`src/rtl/rps_pkg.sv`:
```
// Shared encodings for the rock-paper-scissors match controller:
// display digit codes, player choices, FSM states and round results.
package rps_pkg;

    localparam logic [3:0] DIG_0    = 4'b0000;
    localparam logic [3:0] DIG_1    = 4'b0001;
    localparam logic [3:0] DIG_2    = 4'b0010;
    localparam logic [3:0] DIG_P    = 4'b0100;
    localparam logic [3:0] DIG_R    = 4'b0101;
    localparam logic [3:0] DIG_S    = 4'b0110;
    localparam logic [3:0] DIG_DASH = 4'b1000;
    localparam logic [3:0] DIG_OFF  = 4'b1111;

    localparam logic [1:0] CH_NONE = 2'b00;
    localparam logic [1:0] CH_R    = 2'b01;
    localparam logic [1:0] CH_P    = 2'b10;
    localparam logic [1:0] CH_S    = 2'b11;

    typedef enum logic [2:0] {
        ST_LOCK   = 3'd0,
        ST_COUNT  = 3'd1,
        ST_REVEAL = 3'd2,
        ST_RESULT = 3'd3,
        ST_OVER   = 3'd4
    } state_t;

    typedef enum logic [1:0] {
        DRAW   = 2'd0,
        P1_WIN = 2'd1,
        P2_WIN = 2'd2
    } result_t;

    function automatic logic [3:0] choice_letter(input logic [1:0] c);
        case (c)
            CH_R:    return DIG_R;
            CH_P:    return DIG_P;
            CH_S:    return DIG_S;
            default: return DIG_OFF;
        endcase
    endfunction

    // Only 0..2 are displayable; anything larger blanks the digit.
    function automatic logic [3:0] num_digit(input logic [3:0] n);
        case (n)
            4'd0:    return DIG_0;
            4'd1:    return DIG_1;
            4'd2:    return DIG_2;
            default: return DIG_OFF;
        endcase
    endfunction

endpackage

```
`src/rtl/rps_judge.sv`:
```
// Combinational round judge: R beats S, S beats P, P beats R, equal is a draw.
module rps_judge
    import rps_pkg::*;
(
    input  logic [1:0] choice_1,
    input  logic [1:0] choice_2,
    output result_t    result
);

    always_comb begin
        result = DRAW;
        if (choice_1 != choice_2) begin
            if ((choice_1 == CH_R && choice_2 == CH_S) ||
                (choice_1 == CH_S && choice_2 == CH_P) ||
                (choice_1 == CH_P && choice_2 == CH_R))
                result = P1_WIN;
            else
                result = P2_WIN;
        end
    end

endmodule

```
`src/rtl/rps_round_ctrl.sv`:
```
// Rock-paper-scissors match controller: lock-in, countdown, reveal, result and
// match-over screens driven onto the four seven-segment digit codes.
module rps_round_ctrl
    import rps_pkg::*;
#(
    parameter int unsigned COUNT_START  = 2,
    parameter int unsigned REVEAL_TICKS = 2,
    parameter int unsigned RESULT_TICKS = 3,
    parameter int unsigned WIN_SCORE    = 2
) (
    input  logic       clk,
    input  logic       rst,
    input  logic       tick,
    input  logic       btn_p1,
    input  logic       btn_p2,
    input  logic [1:0] sel_p1,
    input  logic [1:0] sel_p2,
    output logic [3:0] d1,
    output logic [3:0] d2,
    output logic [3:0] d3,
    output logic [3:0] d4,
    output logic [2:0] state_o,
    output logic       round_done
);

    localparam logic [3:0] COUNT_INIT  = 4'(COUNT_START);
    localparam logic [3:0] REVEAL_INIT = 4'(REVEAL_TICKS);
    localparam logic [3:0] RESULT_INIT = 4'(RESULT_TICKS);
    localparam logic [1:0] WIN         = 2'(WIN_SCORE);

    state_t     state_q, state_d;
    logic       lock1_q, lock1_d, lock2_q, lock2_d;
    logic [1:0] choice1_q, choice1_d, choice2_q, choice2_d;
    logic [1:0] score1_q, score1_d, score2_q, score2_d;
    logic [3:0] cnt_q, cnt_d;
    logic       round_done_q, round_done_d;
    result_t    round_result;

    rps_judge u_judge (
        .choice_1 (choice1_q),
        .choice_2 (choice2_q),
        .result   (round_result)
    );

    always_comb begin
        state_d      = state_q;
        lock1_d      = lock1_q;
        lock2_d      = lock2_q;
        choice1_d    = choice1_q;
        choice2_d    = choice2_q;
        score1_d     = score1_q;
        score2_d     = score2_q;
        cnt_d        = cnt_q;
        round_done_d = 1'b0;
        case (state_q)
            ST_LOCK: begin
                if (btn_p1 && sel_p1 != CH_NONE && !lock1_q) begin
                    lock1_d   = 1'b1;
                    choice1_d = sel_p1;
                end
                if (btn_p2 && sel_p2 != CH_NONE && !lock2_q) begin
                    lock2_d   = 1'b1;
                    choice2_d = sel_p2;
                end
                if (lock1_d && lock2_d) begin
                    state_d = ST_COUNT;
                    cnt_d   = COUNT_INIT;
                end
            end
            ST_COUNT: begin
                if (tick) begin
                    if (cnt_q == 4'd0) begin
                        state_d = ST_REVEAL;
                        cnt_d   = REVEAL_INIT;
                    end else begin
                        cnt_d = cnt_q - 4'd1;
                    end
                end
            end
            ST_REVEAL: begin
                if (tick) begin
                    if (cnt_q <= 4'd1) begin
                        state_d      = ST_RESULT;
                        cnt_d        = RESULT_INIT;
                        round_done_d = 1'b1;
                        if (round_result == P1_WIN && score1_q < WIN)
                            score1_d = score1_q + 2'd1;
                        if (round_result == P2_WIN && score2_q < WIN)
                            score2_d = score2_q + 2'd1;
                    end else begin
                        cnt_d = cnt_q - 4'd1;
                    end
                end
            end
            ST_RESULT: begin
                if (tick) begin
                    if (cnt_q <= 4'd1) begin
                        cnt_d = 4'd0;
                        if (score1_q == WIN || score2_q == WIN) begin
                            state_d = ST_OVER;
                        end else begin
                            state_d   = ST_LOCK;
                            lock1_d   = 1'b0;
                            lock2_d   = 1'b0;
                            choice1_d = CH_NONE;
                            choice2_d = CH_NONE;
                        end
                    end else begin
                        cnt_d = cnt_q - 4'd1;
                    end
                end
            end
            ST_OVER: begin
                // A new match starts from scratch on any button press.
                if (btn_p1 || btn_p2) begin
                    state_d   = ST_LOCK;
                    lock1_d   = 1'b0;
                    lock2_d   = 1'b0;
                    choice1_d = CH_NONE;
                    choice2_d = CH_NONE;
                    score1_d  = 2'd0;
                    score2_d  = 2'd0;
                    cnt_d     = 4'd0;
                end
            end
            default: state_d = ST_LOCK;
        endcase
    end

    always_ff @(posedge clk or posedge rst) begin
        if (rst) begin
            state_q      <= ST_LOCK;
            lock1_q      <= 1'b0;
            lock2_q      <= 1'b0;
            choice1_q    <= CH_NONE;
            choice2_q    <= CH_NONE;
            score1_q     <= 2'd0;
            score2_q     <= 2'd0;
            cnt_q        <= 4'd0;
            round_done_q <= 1'b0;
        end else begin
            state_q      <= state_d;
            lock1_q      <= lock1_d;
            lock2_q      <= lock2_d;
            choice1_q    <= choice1_d;
            choice2_q    <= choice2_d;
            score1_q     <= score1_d;
            score2_q     <= score2_d;
            cnt_q        <= cnt_d;
            round_done_q <= round_done_d;
        end
    end

    // Display decode uses registered state only, so inputs never reach the digits.
    always_comb begin
        d1 = DIG_OFF;
        d2 = DIG_OFF;
        d3 = DIG_OFF;
        d4 = DIG_OFF;
        case (state_q)
            ST_LOCK: begin
                d1 = lock1_q ? DIG_DASH : DIG_1;
                d4 = lock2_q ? DIG_DASH : DIG_2;
            end
            ST_COUNT: d4 = num_digit(cnt_q);
            ST_REVEAL: begin
                d1 = choice_letter(choice1_q);
                d4 = choice_letter(choice2_q);
            end
            ST_RESULT: begin
                case (round_result)
                    P1_WIN: begin d1 = DIG_P;    d2 = DIG_1;    end
                    P2_WIN: begin d1 = DIG_P;    d2 = DIG_2;    end
                    default: begin d1 = DIG_DASH; d2 = DIG_DASH; end
                endcase
                d3 = num_digit({2'b00, score1_q});
                d4 = num_digit({2'b00, score2_q});
            end
            ST_OVER: begin
                d1 = DIG_P;
                d2 = (score1_q == WIN) ? DIG_1 : DIG_2;
                d3 = DIG_DASH;
                d4 = DIG_DASH;
            end
            default: ;
        endcase
    end

    assign state_o    = state_q;
    assign round_done = round_done_q;

endmodule
```
`config.mk`:
```
export PLATFORM = sky130hd
export DESIGN_NAME = rps_round_ctrl
export DESIGN_NICKNAME = d
export VERILOG_FILES = /design/src/rtl/rps_pkg.sv /design/src/rtl/rps_judge.sv /design/src/rtl/rps_round_ctrl.sv
export SDC_FILE = /design/constraint.sdc
export NUM_CORES = 1
export LEC_CHECK = 0
export ABC_CLOCK_PERIOD_IN_PS = 2500
export BUFFER_PORTS_ARGS = -buffer_cell sky130_fd_sc_hd__buf_2
export CAP_MARGIN = 40
export CORE_MARGIN = 5
export CORE_UTILIZATION = 58
export CTS_BUF_LIST = sky130_fd_sc_hd__clkbuf_8
export DETAILED_ROUTE_END_ITERATION = 8
export GPL_TIMING_DRIVEN = 1
export HOLD_SLACK_MARGIN = 0.02
export PLACE_DENSITY = 0.92
export SLEW_MARGIN = 15
export SYNTH_ARGS = -nofsm -noshare
export SYNTH_HDL_FRONTEND = slang
export SYNTH_SLANG_ARGS = --single-unit
```
`constraint.sdc`:
```
create_clock -name clk -period 2.5 [get_ports clk]
set_input_delay 0.375 -clock clk [delete_from_list [all_inputs] [get_ports clk]]
set_output_delay 0.375 -clock clk [all_outputs]
set_load 0.01 [all_outputs]
```
==> results.yml, run 1 <==
timing:
  hold_violations: 0
  skew_ns: 0.005929
  fin_hold_ws_ns: 0.2175
  rsz0062_at_grt: "no"
  max_freq_mhz: 418.7
  setup_viol: 0
  period_minus_slack_ns: 2.388
  relSlewSlack_pct: 51.56
  setup_tns_ns: 0
  min_period_over_period_pct: 95.53
  fin_ws_ns: 0.1119
  drv_slew: 0
  worstMarginPinSlew_ns: 0.7258
power_and_ir_drop:
  power.static_leakage_nw: 0.8893
  switchingPower_mw: 1.487
  p_total_mw: 2.837
  seqPwrFrac_pct: 22.2
  peakVddDrop_uv: 1076
  internal_power_mw: 1.351
  p_clk_share_pct: 8.8
  p_comb_share_pct: 69.0
  swShare_pct: 52.40
  powerDensity_nw_per_um2: 1516
worst_setup_path:
  worstPathArrival_ns: 2.01
  crit_fanout: 4
  r2r_start: "choice1_q[0]$_DFFE_PP0P_"
  worst_ep_required_time_ns: 2.12
  endpoint_kind: "output pin"
  worstSetupPathType: "register to output pin"
  r2r.worst_path.cells: 6
  startpoint: "choice1_q[0]$_DFFE_PP0P_"
  r2r-end: "score2_q[1]$_DFFE_PP0P_"
  crit_end: "d2[1]"
  start_kind: "register"
  rrSetupSlack_ns: 0.30
detailed_routing:
  first_pass_iters: 4
  via_per_inst: 6.107
  routed_wirelength_mm: 4.190
  drt-initial-drc-count: 119
  drt-wirelength-per-cell_um: 16.05
  vias: 1594
  drc: 0
  postRouteAntennaNets: 0
synth:
  synth_compound_gate_area_share_pct: 25.52
  synth-seq-cells: 18
  synth.area.mux_share_pct: 5.015
  avgSynthCellArea_um2: 8.154
  synthXorXnorAreaFrac_pct: 1.048
  synth-edff-count: 0
  synth_ff_type: "dfrtp_1"
  ys_types: 53
  synth_cells: 205
  synth_fa_ha_area_share_pct: 13.47
  synthArstFlopShare_pct: 100.0
  synth.net_count: 232
  yosysWarnings: 0
  synth_top_family_by_area: "compound AO/OA/AOI/OAI gates"
  yosysSeqAreaShare_pct: 26.95
  yosys.area_share.simple_pct: 21.71
  netlist_area_um2: 1672
placed_design:
  dp_hpwl_mm: 3.203
  globalplace.congestion: 0.9441
  post_dp_cell_area_um2: 1817
  pre_cts_ws_ns: 0.3694
  io_buffers: 28
global_route:
  antenna_found_initial: 0
  grt_max_degree: 28
  grt_util_all_layers_pct: 21.88
  grt_pass1_wl_mm: 7.100
  grt_pass1_vias: 1545
  grt_overflow: 0
finish:
  syn_to_final_growth_pct: 11.98
  design_area_um2: 1872
  drive_gt1_share_pct: 20.00
  num-fill-cells: 227
  num_antenna_cells: 0
  finalNetCount: 258
clock_tree:
  cts-root-buf: "clkbuf_8"
  post_cts_buffers: 0
  post_cts_resized: 0
  cts_htree_levels: 1
  insertion_delay_ns: 0.27
  cts.reportedPaths.clkPinSlew_ns: 0.07
  cts_num_sinks: 18
  ctsHoldBuffers: 0
  cts_buffers: 3
  clockBufferDepth: 2
  cts_tree: "built"
floorplanning:
  die_w_um: 63.69
  fp.dieH_um: 63.69
  pin_count: 29
  die_area_um2: 4056
  rows: 19
  start_util_pct: 60.62
  design.core.area_um2: 2758
min_path:
  hold_class: "primary input to asynchronous set/reset pin"
run_status:
  outcome: "complete, no violations"
job:
  cap_violations: 0
layout by cell type (no fill, tap or decap), drive strengths merged, types with 2 or more instances in the layout:
master,instances
buf,30
nand2,25
nor2,21
o21ai,21
ha,18
dfrtp,18
a21oi,17
inv,15
nand3,6
mux2i,5
o21a,4
clkbuf,4
or2,4
a22o,3
mux2,3
a31oi,3
nor3,3
and2,2
a41oi,2
xnor2,2
nand4,2
a21o,2
or3,2
nor3b,2
area by class of cell:
cell class	instances	area, um^2	share of cell area, %
Tap cell	31	38.79	2.072
Multi-Input combinational cell	163	1116	59.63
Clock buffer	4	55.05	2.941
Timing Repair Buffer	30	155.1	8.289
Sequential cell	18	450.4	24.06
Inverter	15	56.30	3.008
flip-flops by register name, summed over array words and instances (netlist names):
name / count
lock1_q: 1
round_done: 1
cnt_q: 4
lock2_q: 1
choice1_q: 2
state_o: 3
score2_q: 2
score1_q: 2
choice2_q: 2
power by group through the flow:
stage               clock network [mW]  registers [mW]  logic [mW]
global route                     0.263           0.652        2.21
CTS                              0.250           0.626        1.95
floorplan                            0           0.560        1.47
global placement                     0           0.617        1.88
finish                           0.251           0.629        1.96
detailed placement                   0           0.631        1.94
Yosys cell counts, types with 2 or more instances:
master,number,share of area (%)
a21o_1,2,0.90
nand4_1,2,0.75
nand2_1,24,5.4
o21ai_2,2,1.0
ha_1,18,13
o21ai_0,18,5.4
a21oi_2,2,1.0
nand3_1,6,1.8
xnor2_1,2,1.0
mux2_1,3,2.0
o21a_1,4,1.8
and2_1,2,0.75
nor2_4,2,1.3
buf_2,3,0.90
or3_1,2,0.75
dfrtp_1,18,27
or2_1,3,1.1
inv_1,14,3.1
clkbuf_1,3,0.67
a22o_1,3,1.6
a41oi_1,2,1.0
mux2i_1,5,3.0
a21oi_1,15,4.5
nor3_1,2,0.60
a31oi_1,2,0.75
nor2_1,19,4.3
worst max-delay path, stage by stage (launching register included):
cell,delay (ns)
dfrtp_1,0.41
inv_1,0.10
ha_1,0.22
a222oi_1,0.57
nand2_1,0.12
a22oi_1,0.17
buf_2,0.16
per-layer routing:
layer | global-route usage (%) | share of wire [%] | vias to the layer above
li1 | - | - | 776
met1 | 29.22 | 44 | 740
met2 | 35.03 | 47 | 71
met3 | 3.197 | 7.5 | 7
met4 | 9.091 | 1.8 | 0
met5 | 0 | 0 | -
metrics by stage:
stage	std cells	utilization, %
after global routing	261	67.88
after detailed placement	257	65.88
after CTS	261	67.88
after global placement	257	65.88
after floorplan	205	-
final	261	67.88
kinds of logic (layout without fill, tap and decap cells):
| kind of cell | Yosys count | count (layout) |
|---|---|---|
| AND/OR/NAND/NOR | 71 | 71 |
| multiplexers | 8 | 8 |
| AO/OA/AOI/OAI | 64 | 64 |
| adder cells (fa/ha/maj) | 18 | 18 |
| buffers and inverters | 24 | 49 |
| XOR/XNOR | 2 | 2 |
| flip-flops | 18 | 18 |
worst min path at each step:
stage	cells past startpoint	start	end
final	2	rst	lock2_q$_DFFE_PP0P_
after global routing	2	rst	lock2_q$_DFFE_PP0P_
after CTS	2	rst	lock2_q$_DFFE_PP0P_
after detailed placement	2	rst	lock1_q$_DFFE_PP0P_
after global placement	2	rst	score1_q[1]$_DFFE_PP0P_
after floorplan	1	rst	choice1_q[0]$_DFFE_PP0P_
Power figures use the tool's default switching activity.
==> run 2, diff against run 1 <==
--- a/config.mk
+++ b/config.mk
@@ -11,10 +11,11 @@
 export CORE_MARGIN = 5
 export CORE_UTILIZATION = 58
 export CTS_BUF_LIST = sky130_fd_sc_hd__clkbuf_8
+export CTS_CLUSTER_DIAMETER = 30
 export DETAILED_ROUTE_END_ITERATION = 8
 export GPL_TIMING_DRIVEN = 1
 export HOLD_SLACK_MARGIN = 0.02
-export PLACE_DENSITY = 0.92
+export PLACE_DENSITY = 0.82
 export SLEW_MARGIN = 15
 export SYNTH_ARGS = -nofsm -noshare
 export SYNTH_HDL_FRONTEND = slang
==> run 2 against run 1 <==
  * Final cell count did not move
  * First-iteration DRC count is 0.84% higher
  * Register-to-register slack better by 0.16 ns
  * Sequential share of layout area increased by 0.081 points
  * Via count shrank 1.6%
  * Combinational power decreased by 3%
  * Largest cell class unchanged
  * Sequential power is 4.6% higher
  * Fmax up 2.3%
  * Die area unchanged
  * Worst setup slack improved by 0.055 ns
  * Hold slack better by 0.0053 ns
  * Largest power group unchanged
==> results.yml, run 2 (synthesis results as in run 1) <==
run_status:
  outcome: "complete, no violations"
clock_tree:
  post_cts_buffers: 0
  cts_htree_levels: 1
  ctsHoldBuffers: 0
  cts-root-buf: "clkbuf_8"
  post_cts_resized: 0
  cts_buffers: 3
  insertion_delay_ns: 0.26
  cts_tree: "built"
  clockBufferDepth: 2
  cts_num_sinks: 18
  cts.reportedPaths.clkPinSlew_ns: 0.07
worst_setup_path:
  slowest_stage: "dfrtp_1"
  rrSetupSlack_ns: 0.46
  cp_cell_sequence: "nand2_1 -> or3_1 -> o21a_1 -> buf_2"
  r2r_start: "cnt_q[0]$_DFFE_PP0P_"
  r2r-end: "score2_q[0]$_DFFE_PP0P_"
  worst_ep_required_time_ns: 2.12
  r2r.worst_path.cells: 7
  endpoint_kind: "output pin"
  worstSetupPathType: "register to output pin"
  start_kind: "register"
  cp_slowest_stage_delay_ns: 0.77
  worstPathArrival_ns: 1.96
  crit_fanout: 19
timing:
  worstMarginPinSlew_ns: 0.7175
  setup_viol: 0
  setup_tns_ns: 0
  max_freq_mhz: 428.5
  skew_ns: 0.003783
  min_period_over_period_pct: 93.34
  rsz0062_at_grt: "no"
  period_minus_slack_ns: 2.334
  relSlewSlack_pct: 52.12
  hold_violations: 0
  drv_slew: 0
finish:
  regMostFlops: "cnt_q"
  num_antenna_cells: 0
  finalNetCount: 259
  syn_to_final_growth_pct: 11.60
  mostFrequentLayoutCell: "buf_2"
  drive_gt1_share_pct: 20.00
  post_layout_nonfiller_instances: 261
  largest_reg_flops: 4
  final_cell_mix: "buf_2, nand2_1, nor2_1"
detailed_routing:
  routed_wirelength_mm: 4.061
  drc: 0
  vias: 1569
  drt-initial-drc-count: 120
  postRouteAntennaNets: 0
  first_pass_iters: 4
  drt-wirelength-per-cell_um: 15.56
  via_per_inst: 6.011
floorplanning:
  design.core.area_um2: 2758
  die_w_um: 63.69
  fp.dieH_um: 63.69
  rows: 19
  die_area_um2: 4056
  start_util_pct: 60.62
  pin_count: 29
min_path:
  hold_class: "primary input to asynchronous set/reset pin"
placed_design:
  place_inst: 258
  globalplace.congestion: 0.8703
  dp_hpwl_mm: 3.207
  io_buffers: 28
global_route:
  antenna_found_initial: 0
  grt_overflow: 0
  grt_max_degree: 20
  grt_pass1_wl_mm: 7.127
  grt_pass1_vias: 1518
  grt_util_all_layers_pct: 21.71
power_and_ir_drop:
  peakVddDrop_uv: 963.0
  powerDensity_nw_per_um2: 1489
  power.static_leakage_nw: 0.8869
job:
  cap_violations: 0
-- run 2: changes by cell type in the layout (fill, tap and decap cells not counted), sizes merged --
cell / change
buf: +1
clkbuf: -1
-- run 2: per-stage QoR --
| step | setup slack, ns | hold WS [ns] | total power [mW] | area (um^2) | utilization, % |
|---|---|---|---|---|---|
| finish | 0.1664 | 0.2228 | 2.778 | 1866 | 67.65 |
| global route | 0.04129 | 0.3156 | 3.062 | 1866 | 67.65 |
| CTS | 0.1662 | 0.2469 | 2.765 | 1866 | 67.65 |
| detailed placement | 0.4653 | 0.5229 | 2.552 | 1824 | 66.15 |
| global placement | 0.5041 | 0.5240 | 2.514 | 1824 | 66.15 |
| floorplan | 0.6542 | 0.3136 | 2.033 | 1672 | - |
-- run 2: layout make-up --
class,count,area [um^2]
clock buffer,3,41.29
fill,224,892.1
inverter,15,56.30
multi-input combinational,163,1116
sequential,18,450.4
tap,31,38.79
timing repair buffer,31,162.7
-- run 2: worst max path at each step --
stage,to,slack [ns],startpoint,cells past startpoint
2_1_floorplan,score2_q[0]$_DFFE_PP0P_,0.65,choice1_q[0]$_DFFE_PP0P_,6
3_3_place_gp,d3[0],0.50,state_o[1]$_DFFE_PP0P_,4
3_5_place_dp,d3[0],0.47,state_o[1]$_DFFE_PP0P_,4
4_1_cts,d3[0],0.17,state_o[1]$_DFFE_PP0P_,4
5_1_grt,d2[2],0.04,state_o[1]$_DFFE_PP0P_,5
6_report,d3[0],0.17,state_o[1]$_DFFE_PP0P_,4
-- run 2: worst max-delay path, delay by kind of cell (launching register included) --
family / cells / cell delay [ns]
AOI/OAI and AO/OA: 1 / 0.19
buffers and inverters: 1 / 0.13
DFF: 1 / 0.77
and+or+nand+nor: 2 / 0.60
-- run 2: routing by layer --
metal | global-route usage [%] | vias to the layer above | share of wire, %
met5 | 0 | - | 0
met4 | 8.571 | 0 | 2.5
li1 | - | 775 | -
met3 | 2.842 | 9 | 7.7
met1 | 30.72 | 723 | 44
met2 | 33.25 | 62 | 46
-- run 2: power breakdown --
| group | internal [mW] | switching, mW | leakage [nW] |
|---|---|---|---|
| registers | 0.428 | 0.230 | 0.218 |
| logic | 0.792 | 1.12 | 0.648 |
| clock network | 0.107 | 0.0980 | 0.0216 |
==> run 3, diff against run 2 <==
--- a/config.mk
+++ b/config.mk
@@ -9,13 +9,13 @@
 export BUFFER_PORTS_ARGS = -buffer_cell sky130_fd_sc_hd__buf_2
 export CAP_MARGIN = 40
 export CORE_MARGIN = 5
-export CORE_UTILIZATION = 58
+export CORE_UTILIZATION = 50
 export CTS_BUF_LIST = sky130_fd_sc_hd__clkbuf_8
 export CTS_CLUSTER_DIAMETER = 30
 export DETAILED_ROUTE_END_ITERATION = 8
 export GPL_TIMING_DRIVEN = 1
 export HOLD_SLACK_MARGIN = 0.02
-export PLACE_DENSITY = 0.82
+export PLACE_DENSITY = 0.72
 export SLEW_MARGIN = 15
 export SYNTH_ARGS = -nofsm -noshare
 export SYNTH_HDL_FRONTEND = slang
==> run 3 against run 2 <==
  * Wire length up 1.4%
  * Clock skew is 0.0025 ns higher
  * Clock power grew 22%
  * Largest cell class unchanged
  * Total power up 0.90%
  * Cell area rose by 1.3%
  * Hold slack improved by 0.0034 ns
  * Sequential share of layout area down 0.32 points
  * Fmax decreased by 1.2%
  * Highest routed layer unchanged
  * Critical endpoint is now d3[1]
==> results.yml, run 3 (synthesis results as in run 1) <==
run_status:
  outcome: "complete, no violations"
finish:
  finalNetCount: 258
  largest_reg_flops: 4
  num_antenna_cells: 0
  num-fill-cells: 317
  syn_to_final_growth_pct: 13.10
  multi_input_comb_area_um2: 1116
  mostFrequentLayoutCell: "buf_2"
  ff_latch_area_um2: 450.4
  drive_gt1_share_pct: 20.00
  regMostFlops: "cnt_q"
  final_cell_mix: "buf_2, nand2_1, nor2_1"
worst_setup_path:
  rrSetupSlack_ns: 0.40
  r2r-end: "score2_q[0]$_DFFE_PP0P_"
  crit_fanout: 19
  worstSetupPathType: "register to output pin"
  r2r_start: "cnt_q[1]$_DFFE_PP0P_"
  worst_ep_required_time_ns: 2.12
  worstPathArrival_ns: 1.99
  r2r.worst_path.cells: 7
  endpoint_kind: "output pin"
  start_kind: "register"
floorplanning:
  rows: 21
  start_util_pct: 50.90
  die_area_um2: 4600
  die_w_um: 67.82
  pin_count: 29
  design.core.area_um2: 3284
  fp.dieH_um: 67.82
clock_tree:
  cts_tree: "built"
  clockBufferDepth: 2
  cts.reportedPaths.clkPinSlew_ns: 0.08
  ctsHoldBuffers: 0
  post_cts_buffers: 0
  post_cts_resized: 0
  cts_htree_levels: 1
  cts_buffers: 3
  cts_num_sinks: 18
  insertion_delay_ns: 0.26
  cts-root-buf: "clkbuf_8"
detailed_routing:
  routed_wirelength_mm: 4.117
  drt-initial-drc-count: 131
  first_pass_iters: 4
  vias: 1562
  postRouteAntennaNets: 0
  drt-wirelength-per-cell_um: 14.92
  via_per_inst: 5.659
  drc: 0
placed_design:
  dp_hpwl_mm: 3.181
  io_buffers: 28
  globalplace.congestion: 0.8686
global_route:
  antenna_found_initial: 0
  grt_pass1_wl_mm: 6.927
  grt_overflow: 0
  grt_pass1_vias: 1472
  grt_max_degree: 21
  grt_util_all_layers_pct: 19.74
timing:
  period_minus_slack_ns: 2.363
  drv_slew: 0
  setup_viol: 0
  min_period_over_period_pct: 94.50
  hold_violations: 0
  rsz0062_at_grt: "no"
  setup_tns_ns: 0
  max_freq_mhz: 423.3
  relSlewSlack_pct: 50.74
  skew_ns: 0.006237
  worstMarginPinSlew_ns: 0.7381
power_and_ir_drop:
  powerDensity_nw_per_um2: 1482
  p_total_mw: 2.803
  peakVddDrop_uv: 598.8
  power.static_leakage_nw: 0.8893
min_path:
  hold_class: "primary input to asynchronous set/reset pin"
job:
  cap_violations: 0
run 3: cell types whose count changed in the layout (fill, tap and decap cells not counted), sizes merged:
cell	change
clkbuf	+1
buf	-1
run 3: routing by layer:
metal | track usage, % | share of wire, % | vias up
met3 | 3.941 | 5.3 | 6
met4 | 6.948 | 1.1 | 0
met5 | 0 | 0 | -
met2 | 30.98 | 47 | 44
li1 | - | - | 771
met1 | 26.99 | 46 | 741
run 3: worst max-delay path by stage:
stage | endpoint | startpoint | slack, ns
2_1_floorplan | score2_q[0]$_DFFE_PP0P_ | choice1_q[0]$_DFFE_PP0P_ | 0.65
3_3_place_gp | d3[0] | state_o[1]$_DFFE_PP0P_ | 0.46
3_5_place_dp | score2_q[0]$_DFFE_PP0P_ | choice1_q[0]$_DFFE_PP0P_ | 0.43
4_1_cts | d3[0] | state_o[1]$_DFFE_PP0P_ | 0.15
5_1_grt | d3[0] | state_o[1]$_DFFE_PP0P_ | 0.07
6_report | d3[1] | state_o[1]$_DFFE_PP0P_ | 0.14
run 3: area by class of cell:
class	count	area share [%]
Multi-Input combinational cell	163	59.03
Sequential cell	18	23.83
Timing Repair Buffer	30	8.207
Tap cell	46	3.044
Inverter	15	2.978
Clock buffer	4	2.912
run 3: report_power, final:
part | leakage (nW) | internal (mW) | switching [mW]
combinational | 0.643 | 0.774 | 1.11
clock | 0.0288 | 0.140 | 0.111
sequential | 0.218 | 0.428 | 0.240
total | 0.889 | 1.34 | 1.46
run 3: critical path, cell delays in order (launching register included):
cell	delay (ns)
dfrtp_1	0.78
nand2_1	0.22
or3_1	0.41
o21a_1	0.18
buf_2	0.13
run 3: through the flow:
| stage | area (um^2) | instances | util [%] | setup WS [ns] | hold WS [ns] |
|---|---|---|---|---|---|
| floorplan | 1672 | 205 | - | 0.6542 | 0.3136 |
| global placement | 1836 | 272 | 55.89 | 0.4621 | 0.5272 |
| detailed placement | 1836 | 272 | 55.89 | 0.4295 | 0.5314 |
| CTS | 1891 | 276 | 57.56 | 0.1531 | 0.2522 |
| global route | 1891 | 276 | 57.56 | 0.07249 | 0.2937 |
| finish | 1891 | 276 | 57.56 | 0.1375 | 0.2262 |
